==> config.mk <==
export PLATFORM = sky130hd
export DESIGN_NAME = pipe_stage_reg
export DESIGN_NICKNAME = d
export VERILOG_FILES = /design/src/rtl/pipe_pkg.sv /design/src/rtl/pipe_stage_stats.sv /design/src/rtl/pipe_stage_reg.sv
export SDC_FILE = /design/constraint.sdc
export NUM_CORES = 1
export LEC_CHECK = 0
export CORE_MARGIN = 3
export CORE_UTILIZATION = 52
export CTS_BUF_LIST = sky130_fd_sc_hd__clkbuf_16
export CTS_CLUSTER_DIAMETER = 80
export DETAILED_ROUTE_END_ITERATION = 10
export PLACE_DENSITY = 0.89
export SYNTH_ARGS = -nofsm -noshare
export SYNTH_HDL_FRONTEND = slang
export SYNTH_SLANG_ARGS = --single-unit
==> constraint.sdc <==
create_clock -name clk -period 3.51 [get_ports clk]
set_input_delay 0.8775 -clock clk [delete_from_list [all_inputs] [get_ports clk]]
set_output_delay 0.8775 -clock clk [all_outputs]
set_load 0.01 [all_outputs]
==> src/rtl/pipe_pkg.sv <==
// pipe_pkg
// Shared definitions for the pipeline stage register:
//   NOP            - RV32 canonical no-op (addi x0, x0, 0)
//   pipe_state_e   - occupancy of the stage (EMPTY / ONE / FULL)
//   pc_inst_bubble - builds a {pc, inst} bubble payload with a NOP instruction
package pipe_pkg;

  localparam logic [31:0] NOP = 32'h0000_0013;

  typedef enum logic [1:0] {
    EMPTY = 2'd0,
    ONE   = 2'd1,
    FULL  = 2'd2
  } pipe_state_e;

  // Default bubble for a fetch->decode style {pc, inst} payload.
  function automatic logic [63:0] pc_inst_bubble(input logic [31:0] pc);
    return {pc, NOP};
  endfunction

endpackage

==> src/rtl/pipe_stage_stats.sv <==
// pipe_stage_stats
// Saturating event counters for a pipeline stage. Only built when the
// PIPE_STAGE_STATS_EN macro is defined in the including design.
// Ports:
//   clk, nrst       - clock, synchronous active-low reset (counters clear to 0)
//   stall_cycle_i   - count one stalled cycle
//   flush_i         - count one flush cycle
//   stall_cycles_o  - stalled-cycle count, saturates at 32'hFFFF_FFFF
//   flush_count_o   - flush count, saturates at 32'hFFFF_FFFF
module pipe_stage_stats (
  input  logic        clk,
  input  logic        nrst,
  input  logic        stall_cycle_i,
  input  logic        flush_i,
  output logic [31:0] stall_cycles_o,
  output logic [31:0] flush_count_o
);

  logic [31:0] stall_cnt_q, stall_cnt_d;
  logic [31:0] flush_cnt_q, flush_cnt_d;

  // Increment on the event, but stick at all-ones rather than wrapping.
  always_comb begin
    stall_cnt_d = stall_cnt_q;
    flush_cnt_d = flush_cnt_q;
    if (stall_cycle_i && (stall_cnt_q != 32'hFFFF_FFFF)) begin
      stall_cnt_d = stall_cnt_q + 32'd1;
    end
    if (flush_i && (flush_cnt_q != 32'hFFFF_FFFF)) begin
      flush_cnt_d = flush_cnt_q + 32'd1;
    end
  end

  always_ff @(posedge clk) begin
    if (!nrst) begin
      stall_cnt_q <= 32'd0;
      flush_cnt_q <= 32'd0;
    end else begin
      stall_cnt_q <= stall_cnt_d;
      flush_cnt_q <= flush_cnt_d;
    end
  end

  assign stall_cycles_o = stall_cnt_q;
  assign flush_count_o  = flush_cnt_q;

endmodule

==> src/rtl/pipe_stage_reg.sv <==
// pipe_stage_reg
// Pipeline stage register with valid/ready handshake and a 2-entry skid
// buffer (main + skid). All outputs come straight from flops, so there is
// no combinational path from out_ready/stall/flush to any output.
// Parameters:
//   DATA_W      - payload width
//   BUBBLE_DATA - payload shown on out_data while out_valid=0
// Ports:
//   clk, nrst           - clock, synchronous active-low reset
//   stall               - hold: downstream is treated as not ready
//   flush               - drop all held beats, present a bubble next cycle
//   in_valid/in_ready   - upstream handshake, in_data payload
//   out_valid/out_ready - downstream handshake, out_data payload
// Optional (macro PIPE_STAGE_STATS_EN):
//   stat_stall_cycles   - cycles with out_valid & ~out_fire & ~flush
//   stat_flush_count    - cycles with flush=1
module pipe_stage_reg
  import pipe_pkg::*;
#(
  parameter int unsigned       DATA_W      = 64,
  parameter logic [DATA_W-1:0] BUBBLE_DATA = DATA_W'(pc_inst_bubble(32'd0))
) (
  input  logic              clk,
  input  logic              nrst,
  input  logic              stall,
  input  logic              flush,
  input  logic              in_valid,
  output logic              in_ready,
  input  logic [DATA_W-1:0] in_data,
  output logic              out_valid,
  input  logic              out_ready,
  output logic [DATA_W-1:0] out_data
`ifdef PIPE_STAGE_STATS_EN
  ,
  output logic [31:0]       stat_stall_cycles,
  output logic [31:0]       stat_flush_count
`endif
);

  pipe_state_e       state_q, state_d;
  logic [DATA_W-1:0] main_q, main_d;
  logic [DATA_W-1:0] skid_q, skid_d;
  logic              in_ready_q, in_ready_d;
  logic              out_valid_q, out_valid_d;

  logic in_fire;
  logic out_fire;

  // Stall masks the downstream side only; upstream accepts still proceed.
  assign in_fire  = in_valid & in_ready_q;
  assign out_fire = out_valid_q & out_ready & ~stall;

  // Next-state and datapath. Flush overrides everything: the stage empties
  // and any beat accepted in the same cycle is dropped. The skid entry is
  // only ever read in FULL, so it is simply left stale when not in use.
  always_comb begin
    state_d = state_q;
    main_d  = main_q;
    skid_d  = skid_q;
    if (flush) begin
      state_d = EMPTY;
      main_d  = BUBBLE_DATA;
    end else begin
      case (state_q)
        EMPTY: begin
          if (in_fire) begin
            state_d = ONE;
            main_d  = in_data;
          end
        end
        ONE: begin
          if (in_fire && out_fire) begin
            main_d = in_data;
          end else if (in_fire) begin
            state_d = FULL;
            skid_d  = in_data;
          end else if (out_fire) begin
            state_d = EMPTY;
            main_d  = BUBBLE_DATA;
          end
        end
        FULL: begin
          if (out_fire) begin
            state_d = ONE;
            main_d  = skid_q;
          end
        end
        default: begin
          state_d = EMPTY;
          main_d  = BUBBLE_DATA;
        end
      endcase
    end
    // Handshake flags are precomputed from the next state so they can be
    // registered alongside it.
    in_ready_d  = (state_d != FULL);
    out_valid_d = (state_d != EMPTY);
  end

  always_ff @(posedge clk) begin
    if (!nrst) begin
      state_q     <= EMPTY;
      main_q      <= BUBBLE_DATA;
      skid_q      <= BUBBLE_DATA;
      in_ready_q  <= 1'b1;
      out_valid_q <= 1'b0;
    end else begin
      state_q     <= state_d;
      main_q      <= main_d;
      skid_q      <= skid_d;
      in_ready_q  <= in_ready_d;
      out_valid_q <= out_valid_d;
    end
  end

  assign in_ready  = in_ready_q;
  assign out_valid = out_valid_q;
  assign out_data  = main_q;

`ifdef PIPE_STAGE_STATS_EN
  logic stall_cycle;

  // A stalled cycle: something is on offer but it did not leave, and the
  // cycle is not being flushed away.
  assign stall_cycle = out_valid_q & ~out_fire & ~flush;

  pipe_stage_stats u_stats (
    .clk            (clk),
    .nrst           (nrst),
    .stall_cycle_i  (stall_cycle),
    .flush_i        (flush),
    .stall_cycles_o (stat_stall_cycles),
    .flush_count_o  (stat_flush_count)
  );
`endif

endmodule
# Word-level counts from Yosys, hierarchy flattened
# Index checks and enable logic that the tools add are counted.
dict set report totals {
  regBits 132
  mem_bits_rw 0
  elab_cells 38
  romBits 0
  latchBits 0
  out_inout_bits 66
  mem_count 0
  inputBits 70
}
dict set report classes {
  mux 13
  div 0
  bitwise_logic 7
  n_reduce_logical 6
  magnitude_cmp 0
  shifts 0
  add_sub_neg 0
  n_mul 0
  eq_ne 7
}
# cell n
set ops {}
lappend ops {{64-bit two-way mux} 5}
lappend ops {{64-bit case mux with 3 select lines} 1}
lappend ops {{2-bit two-way mux} 6}
lappend ops {{4-bit AND reduction} 2}
lappend ops {{2-bit != test, second input constant} 3}
lappend ops {{3-bit != test, second input constant} 2}
lappend ops {{2-bit case mux with 3 select lines} 1}
lappend ops {{1-bit NOT} 4}
lappend ops {{1-bit bitwise AND} 3}
lappend ops {{2-bit by 1-bit equality test with 1-bit output, second input constant} 1}
lappend ops {{2-bit equality test, second input constant} 1}
lappend ops {{2-bit logical NOT} 1}
lappend ops {{2-bit nonzero test} 1}
lappend ops {{2-bit OR reduction} 1}
lappend ops {{1-bit logical AND} 1}

# Longest topological paths before layout
# Gate-level depths: netlist of run 1.
dict set report depth {
  depth_word 8
  ltp_mapped 6
  mapped_depth_nobuf 4
}

# Worst setup path before layout of run 1
# Ideal clock, no wire load.
dict set report synth_path {
  path_type {input -> register}
  from {in stall}
  to {reg main_q[33] (netlist: out_data[33])}
  path_buffers 1
  t_arrival_ps 1991
  required_time_ps 3436
  path_slack_ps 1444
  setup_time_ps 74
  stages 5
  cell_sequence {nand3b_1 nor4_4 buf_6 a22oi_1 o21ai_0}
}
dict set report synth_between {
  elab_chain_cells 5
  word_cells_on_any_way 9
  cone_classes {eq/ne (3); mux (2); bitwise (2); reduce/logical (2)}
}
# item line
set synth_lines {}
lappend synth_lines {{from (decl)} pipe_stage_reg.sv:25} ;# input logic stall,
lappend synth_lines {{1-bit NOT (*)} pipe_stage_reg.sv:51} ;# assign out_fire = out_valid_q & out_ready & ~stall;
lappend synth_lines {{1-bit bitwise AND (*)} pipe_stage_reg.sv:51}
lappend synth_lines {{1-bit logical AND} pipe_stage_reg.sv:72} ;# if (in_fire && out_fire) begin
lappend synth_lines {{3-bit != test (no line) or 64-bit two-way mux (tied branches)} -}
lappend synth_lines {{4-bit AND reduction (no line) or 64-bit case mux with 3 select lines (tied branches)} -}
lappend synth_lines {{to (signal assigned)} pipe_stage_reg.sv:109} ;# main_q <= main_d;
lappend synth_lines {{to (decl)} pipe_stage_reg.sv:41} ;# logic [DATA_W-1:0] main_q, main_d;
# Mark *: on every way between the ends. The rest lies on a longest branch, timed or not.
# A chain may end at the register's enable or synchronous reset.

# Final worst setup path of run 1
dict set report layout_path {
  from {in out_ready}
  to {reg main_q[62] (netlist: out_data[62])}
}
dict set report layout_between {
  elab_chain_cells 5
  word_cells_on_any_way 9
  cone_classes {eq/ne (3); mux (2); bitwise (2); reduce/logical (2)}
}
# item line
set layout_lines {}
lappend layout_lines {{from (decl)} pipe_stage_reg.sv:31} ;# input logic out_ready,
lappend layout_lines {{1-bit bitwise AND (*) (2 in series)} pipe_stage_reg.sv:51}
lappend layout_lines {{1-bit logical AND} pipe_stage_reg.sv:72}
lappend layout_lines {{3-bit != test (no line) or 64-bit two-way mux (tied branches)} -}
lappend layout_lines {{4-bit AND reduction (no line) or 64-bit case mux with 3 select lines (tied branches)} -}
# Marks and branches as above.

==> reports/results.ini, run 1 <==
[synthesis]
ys_types=31
synth_top_area_cell=dfxtp_1
synth_nets=665
synth_flop_cell=dfxtp_1
yosys-top-cells-count=dfxtp_1, nand2_1, o21ai_0, a22oi_1, nand3_1
ys_seq_area_share_pct=51.7
yosysWarnings=0
synthXorXnorAreaFrac_pct=0
muxShareOfSynthArea_pct=0.783
ys_ff_latch=132
synthCells=595
synth_compound_gate_area_share_pct=22.9
syn_area_per_cell_um2=8.60
synthAdderAreaFrac_pct=0
synth_area_leaders=dfxtp_1, nand2_1, a22oi_1
async_flop_share_pct=0
yosys.area_share.simple_pct=18.2
netlist_area_um2=5120
synth_top_family_by_area=compound AO/OA/AOI/OAI gates
yosysMostFrequentCell=dfxtp_1
synth_edf_count=0
synth_top_area_share_pct=51.7

[floorplanning]
io_pins=136
dieArea_um2=11100
core_area_um2=9420
die_w_um=105
rows=35
initial_utilization_pct=54.3
dieHeight_um=105

[critical_path]
critPathKind=in2reg
crit_fanout=16
endpoint_kind=flop
cp-start-kind=input port
cp_data_arrival_time_ns=3.00
cp.required_ns=3.83

[placed_design]
port_buffers=135
place_congestion=0.813
hpwl_mm=8.95

[cts]
cts_setup_buffers=0
cts.clk_slew.worst_paths_ns=0.06
cts_tree=built
holdBufCountCts=0
cts_resized=0
clockBufferDepth=2
cts_num_sinks=132
clk_latency_ns=0.42
cts_max_level=4
cts_made_buffers=17
cts-root-buf=clkbuf_16

[worst_hold_path]
hp-class=reg2reg

[sta]
tightest_slew_ns=1.22
hold_viol_final=0
skew_ns=0.0110
slew_headroom_pct=18.6
rsz0062_at_grt=no
fmax_mhz=373
period_share_pct=76.4
fin_setup_tns_ns=0
finalCriticalPeriod_ns=2.68
setup_viol=0
final_max_slew_viol_count=0

[global_routing]
grt_pass1_vias=4884
antenna_found_initial=0
grt.overflow.total=0
grt.total_usage_pct=25.7
grt_pass1_wl_mm=23.1
grt_max_degree=126

[pwr]
peakVddDrop_mv=0.342
power_density_nw_per_um2=536
total_leakage_power_nw=2.42

[layout]
area_delta_synth_final_pct=39.0
fillerInstances=628
utilization_pct=75.5
finalNetCount=778
drive_above_1_share_pct=6.93
antennaDiodeCount=0

[drt]
wl_per_cell_um=16.5
first_iter_violations=346
drt-pass1-iter-count=5
routed_wl_mm=14.1
vias=4909
vias_per_cell=5.78
drtAntennaViolNets=0
drc=0

[flow_run]
maxCapViolCount=0

[outcome]
outcome=complete, no violations

routing by layer:
metal	vias up	routed length (um)	track usage [%]
met5	-	0	0
met4	0	356	11.2
met3	35	880	8.21
met2	212	7050	43.1
met1	2331	5770	29.9
li1	2331	-	-
worst paths after layout:
kind	endpoint	startpoint	slack (ns)	cells past startpoint
hold / removal	out_data[23]$_SDFFE_PP0P_	out_data[23]$_SDFFE_PP0P_	0.45	2
hold reg to reg	out_data[23]$_SDFFE_PP0P_	out_data[23]$_SDFFE_PP0P_	0.45	2
setup reg to reg	out_data[62]$_SDFFE_PP0P_	out_valid$_SDFF_PN0_	1.44	5
setup / recovery	out_data[62]$_SDFFE_PP0P_	out_ready	0.83	6
state kept, by name, summed over array words and instances, names as in the netlist:
signal     cells
out_valid      1
out_data      64
in_ready       1
skid_q        64
state_q        2
logic make-up (layout without fill, tap and decap cells):
logic type      count (synthesis)  after routing
simple gates                  204            204
mux                             4              4
compound gates                197            197
buf+inv                        58            184
flops                         132            132
cells in the final DEF (no fill, tap or decap), drive strengths merged:
cell type / netlist / routed
and4b: 1 / 1
clkinvlp: 0 / 2
a211oi: 1 / 1
nor2b: 1 / 1
o21ai: 124 / 124
nor4b: 1 / 1
o211ai: 3 / 3
nand3b: 2 / 2
or3: 1 / 1
buf: 23 / 13
inv: 5 / 8
clkdlybuf4s50: 0 / 134
bufinv: 0 / 5
nor4: 1 / 1
a21oi: 1 / 1
dfxtp: 132 / 132
o21a: 1 / 1
a22oi: 64 / 64
nand4b: 1 / 1
nand2b: 1 / 1
clkbuf: 30 / 17
nand4: 1 / 1
a31oi: 3 / 3
and3b: 2 / 2
nand3: 61 / 61
clkinv: 0 / 5
nand2: 130 / 130
nor3: 1 / 1
mux2i: 4 / 4
critical path, cell delays in order:
cell,delay (ns)
clkdlybuf4s50_1,0.54
nand3b_1,0.32
a211oi_4,0.70
buf_4,0.35
a22oi_1,0.10
o21ai_0,0.11
layout make-up:
cell class / count / area [um2] / area share (%)
sequential: 132 / 2640 / 37.2
multi-input combinational: 405 / 2170 / 30.5
timing repair buffer: 147 / 1460 / 20.6
clock buffer: 17 / 425 / 5.98
clock inverter: 15 / 230 / 3.24
tap: 129 / 161 / 2.27
inverter: 5 / 18.8 / 0.264
metrics by stage:
stage	hold slack (ns)	setup WS (ns)	cell area (um2)	total power [W]	cells
6_report	0.451	0.830	7110	0.00381	850
4_1_cts	0.452	0.864	7110	0.00382	850
3_5_place_dp	0.439	0.465	6460	0.00189	818
3_3_place_gp	0.436	0.568	6460	0.00188	818
5_1_grt	0.470	0.697	7110	0.00392	850
2_1_floorplan	0.429	1.44	5120	0.00171	595
where the power goes:
part / switching (W) / total [W] / internal, W
logic: 0.000150 / 0.000299 / 0.000149
clock network: 0.000685 / 0.00195 / 0.00127
registers: 0.0000242 / 0.00156 / 0.00154
Power figures use the tool's default switching activity.
==> run 2, diff against run 1 <==
--- a/config.mk
+++ b/config.mk
@@ -6,11 +6,11 @@
 export NUM_CORES = 1
 export LEC_CHECK = 0
 export CORE_MARGIN = 3
-export CORE_UTILIZATION = 52
+export CORE_UTILIZATION = 44
 export CTS_BUF_LIST = sky130_fd_sc_hd__clkbuf_16
 export CTS_CLUSTER_DIAMETER = 80
 export DETAILED_ROUTE_END_ITERATION = 10
-export PLACE_DENSITY = 0.89
+export PLACE_DENSITY = 0.8
 export SYNTH_ARGS = -nofsm -noshare
 export SYNTH_HDL_FRONTEND = slang
 export SYNTH_SLANG_ARGS = --single-unit
==> constraint.sdc (replaced) <==
create_clock -name clk -period 2.4 [get_ports clk]
set_input_delay 0.6 -clock clk [delete_from_list [all_inputs] [get_ports clk]]
set_output_delay 0.6 -clock clk [all_outputs]
set_load 0.01 [all_outputs]
==> reports/results.ini, run 2 (synthesis results as in run 1) <==
[critical_path]
critPathKind=in2reg
ff2ff_path_depth=4  ; -1
r2r-start=state_q[0]$_SDFF_PN0_
endpoint_kind=flop
cp-start-kind=input port
reg2reg_slack_ns=0.65  ; -0.79 ns
cp.required_ns=2.73  ; -1.10 ns
cp_data_arrival_time_ns=2.36  ; -0.64 ns
crit_fanout=23  ; +7
r2r_end=skid_q[4]$_SDFFE_PN1P_

[sta]
fmax_mhz=490
final_max_slew_viol_count=0  ; unchanged
period_share_pct=85.0
hold_viol_final=0  ; unchanged
setup_viol=0  ; unchanged
slew_headroom_pct=41.8  ; +23 points
tightest_slew_ns=0.873  ; -0.348 ns
fin_setup_tns_ns=0  ; unchanged
finalCriticalPeriod_ns=2.04
skew_ns=0.00619  ; -0.00481 ns
rsz0062_at_grt=no

[pwr]
sw_frac_of_total_pct=21.8  ; -0.77 points
switchingPower_w=0.00120  ; +39%
pwr-share-clk_pct=50.4  ; -0.8 points
total_leakage_power_nw=2.47  ; +1.7%
p_comb_share_pct=8.1  ; +0.2 points
power_density_nw_per_um2=766  ; +43%
p_seq_share_pct=41.4  ; +0.5 points
p_int_w=0.00431  ; +46%
finalPower_w=0.00550  ; +44%
peakVddDrop_mv=0.340  ; -0.53%

[global_routing]
grt.total_usage_pct=21.5  ; -4.1 points
grt_pass1_vias=4644  ; -4.9%
antenna_found_initial=0  ; unchanged
grt.overflow.total=0  ; unchanged
grt_pass1_wl_mm=22.4  ; -2.9%
grt_max_degree=92  ; -27%

[floorplanning]
dieHeight_um=114  ; +8.2%
die_w_um=114  ; +8.2%
io_pins=136  ; unchanged
dieArea_um2=13000  ; +17%
initial_utilization_pct=46.2  ; -8.2 points
rows=38  ; +8.6%
core_area_um2=11100  ; +18%

[cts]
cts_tree=built
clockBufferDepth=2  ; unchanged
cts_num_sinks=132  ; unchanged
clk_latency_ns=0.41  ; about the same
cts_made_buffers=17  ; unchanged
cts_resized=0  ; unchanged
cts_max_level=4  ; unchanged
cts.clk_slew.worst_paths_ns=0.06  ; about the same
holdBufCountCts=0  ; unchanged
cts_setup_buffers=0  ; unchanged
cts-root-buf=clkbuf_16

[layout]
instances_no_fill=869  ; +2.2%
final_cell_mix=clkdlybuf4s50_1, dfxtp_1, nand2_1, o21ai_0, a22oi_1
area_delta_synth_final_pct=40.4
layout_commonest_cell=clkdlybuf4s50_1
drive_above_1_share_pct=7.82  ; +0.88 points
antennaDiodeCount=0  ; unchanged
regArea_um2=2640  ; unchanged
multiInputGateArea_um2=2170  ; unchanged
finalNetCount=786  ; +1.0%
fillerInstances=918  ; +46%

[worst_hold_path]
hp-class=reg2reg
whs_path_depth=2  ; unchanged
hp-start=skid_q[18]$_SDFFE_PN0P_
holdPathEnd=skid_q[18]$_SDFFE_PN0P_

[placed_design]
place_congestion=0.795  ; -2.2%
placed_cells=837  ; +2.3%
hpwl_mm=9.20  ; +2.9%
port_buffers=135  ; unchanged

[drt]
vias_per_cell=5.56  ; -3.8%
drtAntennaViolNets=0  ; unchanged
vias=4828  ; -1.7%
drc=0  ; unchanged
wl_per_cell_um=15.9  ; -4.0%
routed_wl_mm=13.8  ; -1.9%
drt-pass1-iter-count=5  ; unchanged
first_iter_violations=380  ; +9.8%

[outcome]
outcome=complete, no violations

[flow_run]
maxCapViolCount=0  ; unchanged

run 2: power by group through the flow:
stage          Combinational [W]  Clock (W)  Sequential [W]
2_1_floorplan           0.000160          0         0.00234
3_3_place_gp            0.000434          0         0.00233
3_5_place_dp            0.000444          0         0.00233
4_1_cts                 0.000447    0.00282         0.00228
5_1_grt                 0.000481    0.00292         0.00229
6_report                0.000447    0.00278         0.00228
run 2: cell type report:
class                   count  share of cell area [%]
clock buffers              17                    5.92
flip-flops and latches    132                    36.8
inverters                   5                   0.261
multi-input cells         405                    30.2
repair buffers            155                    21.4
well taps                 140                    2.44
clock inverters            15                    2.98
run 2: critical path, cell delays in order:
cell             delay, ns
clkdlybuf4s50_1       0.46
nand3b_1              0.25
buf_4                 0.20
a211oi_4              0.28
buf_4                 0.34
a22oi_1               0.12
o21ai_0               0.11
run 2: routing by layer:
metal / vias to the layer above / wire length, um / GRT usage (%)
met5: - / 0 / 0
met4: 0 / 233 / 8.39
met3: 19 / 901 / 6.37
li1: 2341 / - / -
met2: 174 / 7010 / 36.5
met1: 2294 / 5650 / 25.8
run 2: stage by stage:
stage	area, um2	worst slack, ns	hold WS, ns	util [%]
after CTS	7180	0.374	0.452	64.8
after detailed placement	6540	0.00358	0.440	59.1
final	7180	0.361	0.449	64.8
after floorplan	5120	0.612	0.429	-
after global placement	6540	0.0909	0.436	59.1
after global routing	7180	0.323	0.462	64.8
run 2: how the worst max path moves through the flow:
stage                              from                   endpoint  slack (ns)
finish                            stall  out_data[34]$_SDFFE_PP0P_        0.36
detailed placement                stall  out_data[34]$_SDFFE_PP0P_       0.004
global route                      stall  out_data[33]$_SDFFE_PP0P_        0.32
floorplan                         stall  out_data[33]$_SDFFE_PP0P_        0.61
CTS                 in_ready$_SDFF_PN1_                   in_ready        0.37
global placement                  stall    skid_q[60]$_SDFFE_PN0P_        0.09
==> run 3, diff against run 2 <==
--- a/config.mk
+++ b/config.mk
@@ -6,11 +6,11 @@
 export NUM_CORES = 1
 export LEC_CHECK = 0
 export CORE_MARGIN = 3
-export CORE_UTILIZATION = 44
+export CORE_UTILIZATION = 48
 export CTS_BUF_LIST = sky130_fd_sc_hd__clkbuf_16
 export CTS_CLUSTER_DIAMETER = 80
 export DETAILED_ROUTE_END_ITERATION = 10
-export PLACE_DENSITY = 0.8
+export PLACE_DENSITY = 0.83
 export SYNTH_ARGS = -nofsm -noshare
 export SYNTH_HDL_FRONTEND = slang
 export SYNTH_SLANG_ARGS = --single-unit
==> constraint.sdc (replaced) <==
create_clock -name clk -period 1.9 [get_ports clk]
set_input_delay 0.475 -clock clk [delete_from_list [all_inputs] [get_ports clk]]
set_output_delay 0.475 -clock clk [all_outputs]
set_load 0.01 [all_outputs]
==> reports/results.ini, run 3 (synthesis results as in run 1) <==
[sta]
fmax_mhz=551
period_share_pct=95.5
tightest_slew_ns=0.670  ; -0.203 ns
rsz0062_at_grt=no
slew_headroom_pct=55.3  ; +14 points
finalCriticalPeriod_ns=1.82
skew_ns=0.00983  ; +0.00364 ns
setup_viol=0  ; unchanged
fin_setup_tns_ns=0  ; unchanged
hold_viol_final=0  ; unchanged
final_max_slew_viol_count=0  ; unchanged

[global_routing]
grt_pass1_vias=4917  ; +5.9%
grt.overflow.total=0  ; unchanged
grt.total_usage_pct=24.2  ; +2.6 points
antenna_found_initial=0  ; unchanged
grt_pass1_wl_mm=22.7  ; +1.2%
grt_max_degree=75  ; -18%

[drt]
drt-pass1-iter-count=5  ; unchanged
drtAntennaViolNets=0  ; unchanged
wl_per_cell_um=15.9  ; +0.24%
routed_wl_mm=14.0  ; +1.2%
vias_per_cell=5.64  ; +1.4%
drc=0  ; unchanged
first_iter_violations=276  ; -27%
vias=4942  ; +2.4%

[layout]
regArea_um2=2640  ; about the same
layout_commonest_cell=clkdlybuf4s50_1
finalNetCount=798  ; +1.5%
multiInputGateArea_um2=2170  ; +0.23%
antennaDiodeCount=0  ; unchanged
final_cell_mix=clkdlybuf4s50_1, dfxtp_1, nand2_1, o21ai_0, a22oi_1
drive_above_1_share_pct=9.45  ; +1.6 points
fillerInstances=765  ; -17%
area_delta_synth_final_pct=43.0

[critical_path]
reg2reg_slack_ns=0.28  ; -0.37 ns
r2r_end=out_data[18]$_SDFFE_PP0P_
cp_slowest_cell=clkdlybuf4s50_1
crit_fanout=2  ; -91%
endpoint_kind=output port
r2r-start=state_q[1]$_SDFF_PN0_
cp.buffers_inverters=1  ; -2
ff2ff_path_depth=6  ; +2
worstPathCellList=clkdlybuf4s50_1
cp-start-kind=flop
cp_data_arrival_time_ns=1.34  ; -1.02 ns
cpPeakStageDelay_ns=0.56  ; +0.10 ns
path_delay_family=buffers and inverters
critPathKind=reg2out
cp.required_ns=1.42  ; -1.31 ns

[placed_design]
place_congestion=0.835  ; +5.0%
hpwl_mm=9.13  ; -0.74%
port_buffers=135  ; unchanged

[cts]
cts-root-buf=clkbuf_16
holdBufCountCts=0  ; unchanged
cts_made_buffers=17  ; unchanged
cts_num_sinks=132  ; unchanged
cts_tree=built
cts.clk_slew.worst_paths_ns=0.06  ; about the same
cts_max_level=4  ; unchanged
clockBufferDepth=2  ; unchanged
clk_latency_ns=0.41  ; about the same

[pwr]
total_leakage_power_nw=2.53  ; +2.6%
finalPower_w=0.00661  ; +20%
peakVddDrop_mv=0.629  ; +85%
power_density_nw_per_um2=903  ; +18%

[flow_run]
maxCapViolCount=0  ; unchanged

[floorplanning]
io_pins=136  ; unchanged
dieHeight_um=109  ; -4.0%
die_w_um=109  ; -4.0%
dieArea_um2=11900  ; -7.9%
rows=37  ; -2.6%
core_area_um2=10300  ; -6.8%
initial_utilization_pct=49.6  ; +3.4 points

[worst_hold_path]
holdPathEnd=skid_q[0]$_SDFFE_PN1P_
hp-start=nrst
whs_path_depth=2  ; unchanged
hp-class=in2reg

[outcome]
outcome=complete, no violations

==> run 3: cell types whose count changed in the layout (fill, tap and decap cells not counted), sizes merged <==
cell           before  now
buf                21   33
bufinv              5    2
clkdlybuf4s50     134  132
clkinv              7    6
clkinvlp            2    4
dlymetal6s2s        0    2
inv                 6    8
==> run 3: metrics by stage <==
| step | utilization [%] | hold WS (ns) | area, um2 | setup slack (ns) | instances |
|---|---|---|---|---|---|
| 2_1_floorplan | - | 0.429 | 5120 | 0.237 | 595 |
| 3_3_place_gp | 65.0 | 0.435 | 6710 | -0.279 | 843 |
| 3_5_place_dp | 65.0 | 0.440 | 6710 | -0.363 | 843 |
| 4_1_cts | 70.5 | 0.299 | 7280 | 0.0148 | 875 |
| 5_1_grt | 70.9 | 0.308 | 7320 | 0.0102 | 877 |
| 6_report | 70.9 | 0.312 | 7320 | 0.0847 | 877 |
==> run 3: cell type report <==
type | instances | area share [%]
inverter | 5 | 0.256
multi-input combinational | 405 | 29.7
sequential | 132 | 36.1
clock inverter | 15 | 1.95
clock buffer | 17 | 5.81
tap | 136 | 2.33
timing repair buffer | 167 | 23.8
==> run 3: routing by layer <==
layer	vias up	share of wire, %	track usage [%]	wire length (um)
met5	-	0	0	0
met1	2375	40	28.2	5590
met4	0	2.0	10.6	280
met3	25	6.9	5.68	957
met2	175	51	42.1	7140
li1	2367	-	-	-
==> run 3: worst max-delay path by stage <==
stage          cells past startpoint  slack, ns                       from                   endpoint
2_1_floorplan                      5       0.24                      stall  out_data[33]$_SDFFE_PP0P_
5_1_grt                            7       0.01                  out_ready   out_data[5]$_SDFFE_PP0P_
3_5_place_dp                       7      -0.36                      stall  out_data[58]$_SDFFE_PP0P_
6_report                           1       0.08  out_data[18]$_SDFFE_PP0P_               out_data[18]
4_1_cts                            7       0.01                      stall  out_data[43]$_SDFFE_PP0P_
3_3_place_gp                       7      -0.28                      stall   out_data[6]$_SDFFE_PP0P_
==> run 3: timing repair <==
item | CTS | global route
gates resized for setup | 0 | 8
setup buffers | 0 | 2
setup endpoints to repair | 0 | 42
==> run 3: power by group <==
part	switching (W)	internal, W
sequential	0.0000410	0.00284
combinational	0.000285	0.000308
clock	0.00122	0.00191
total	0.00155	0.00506
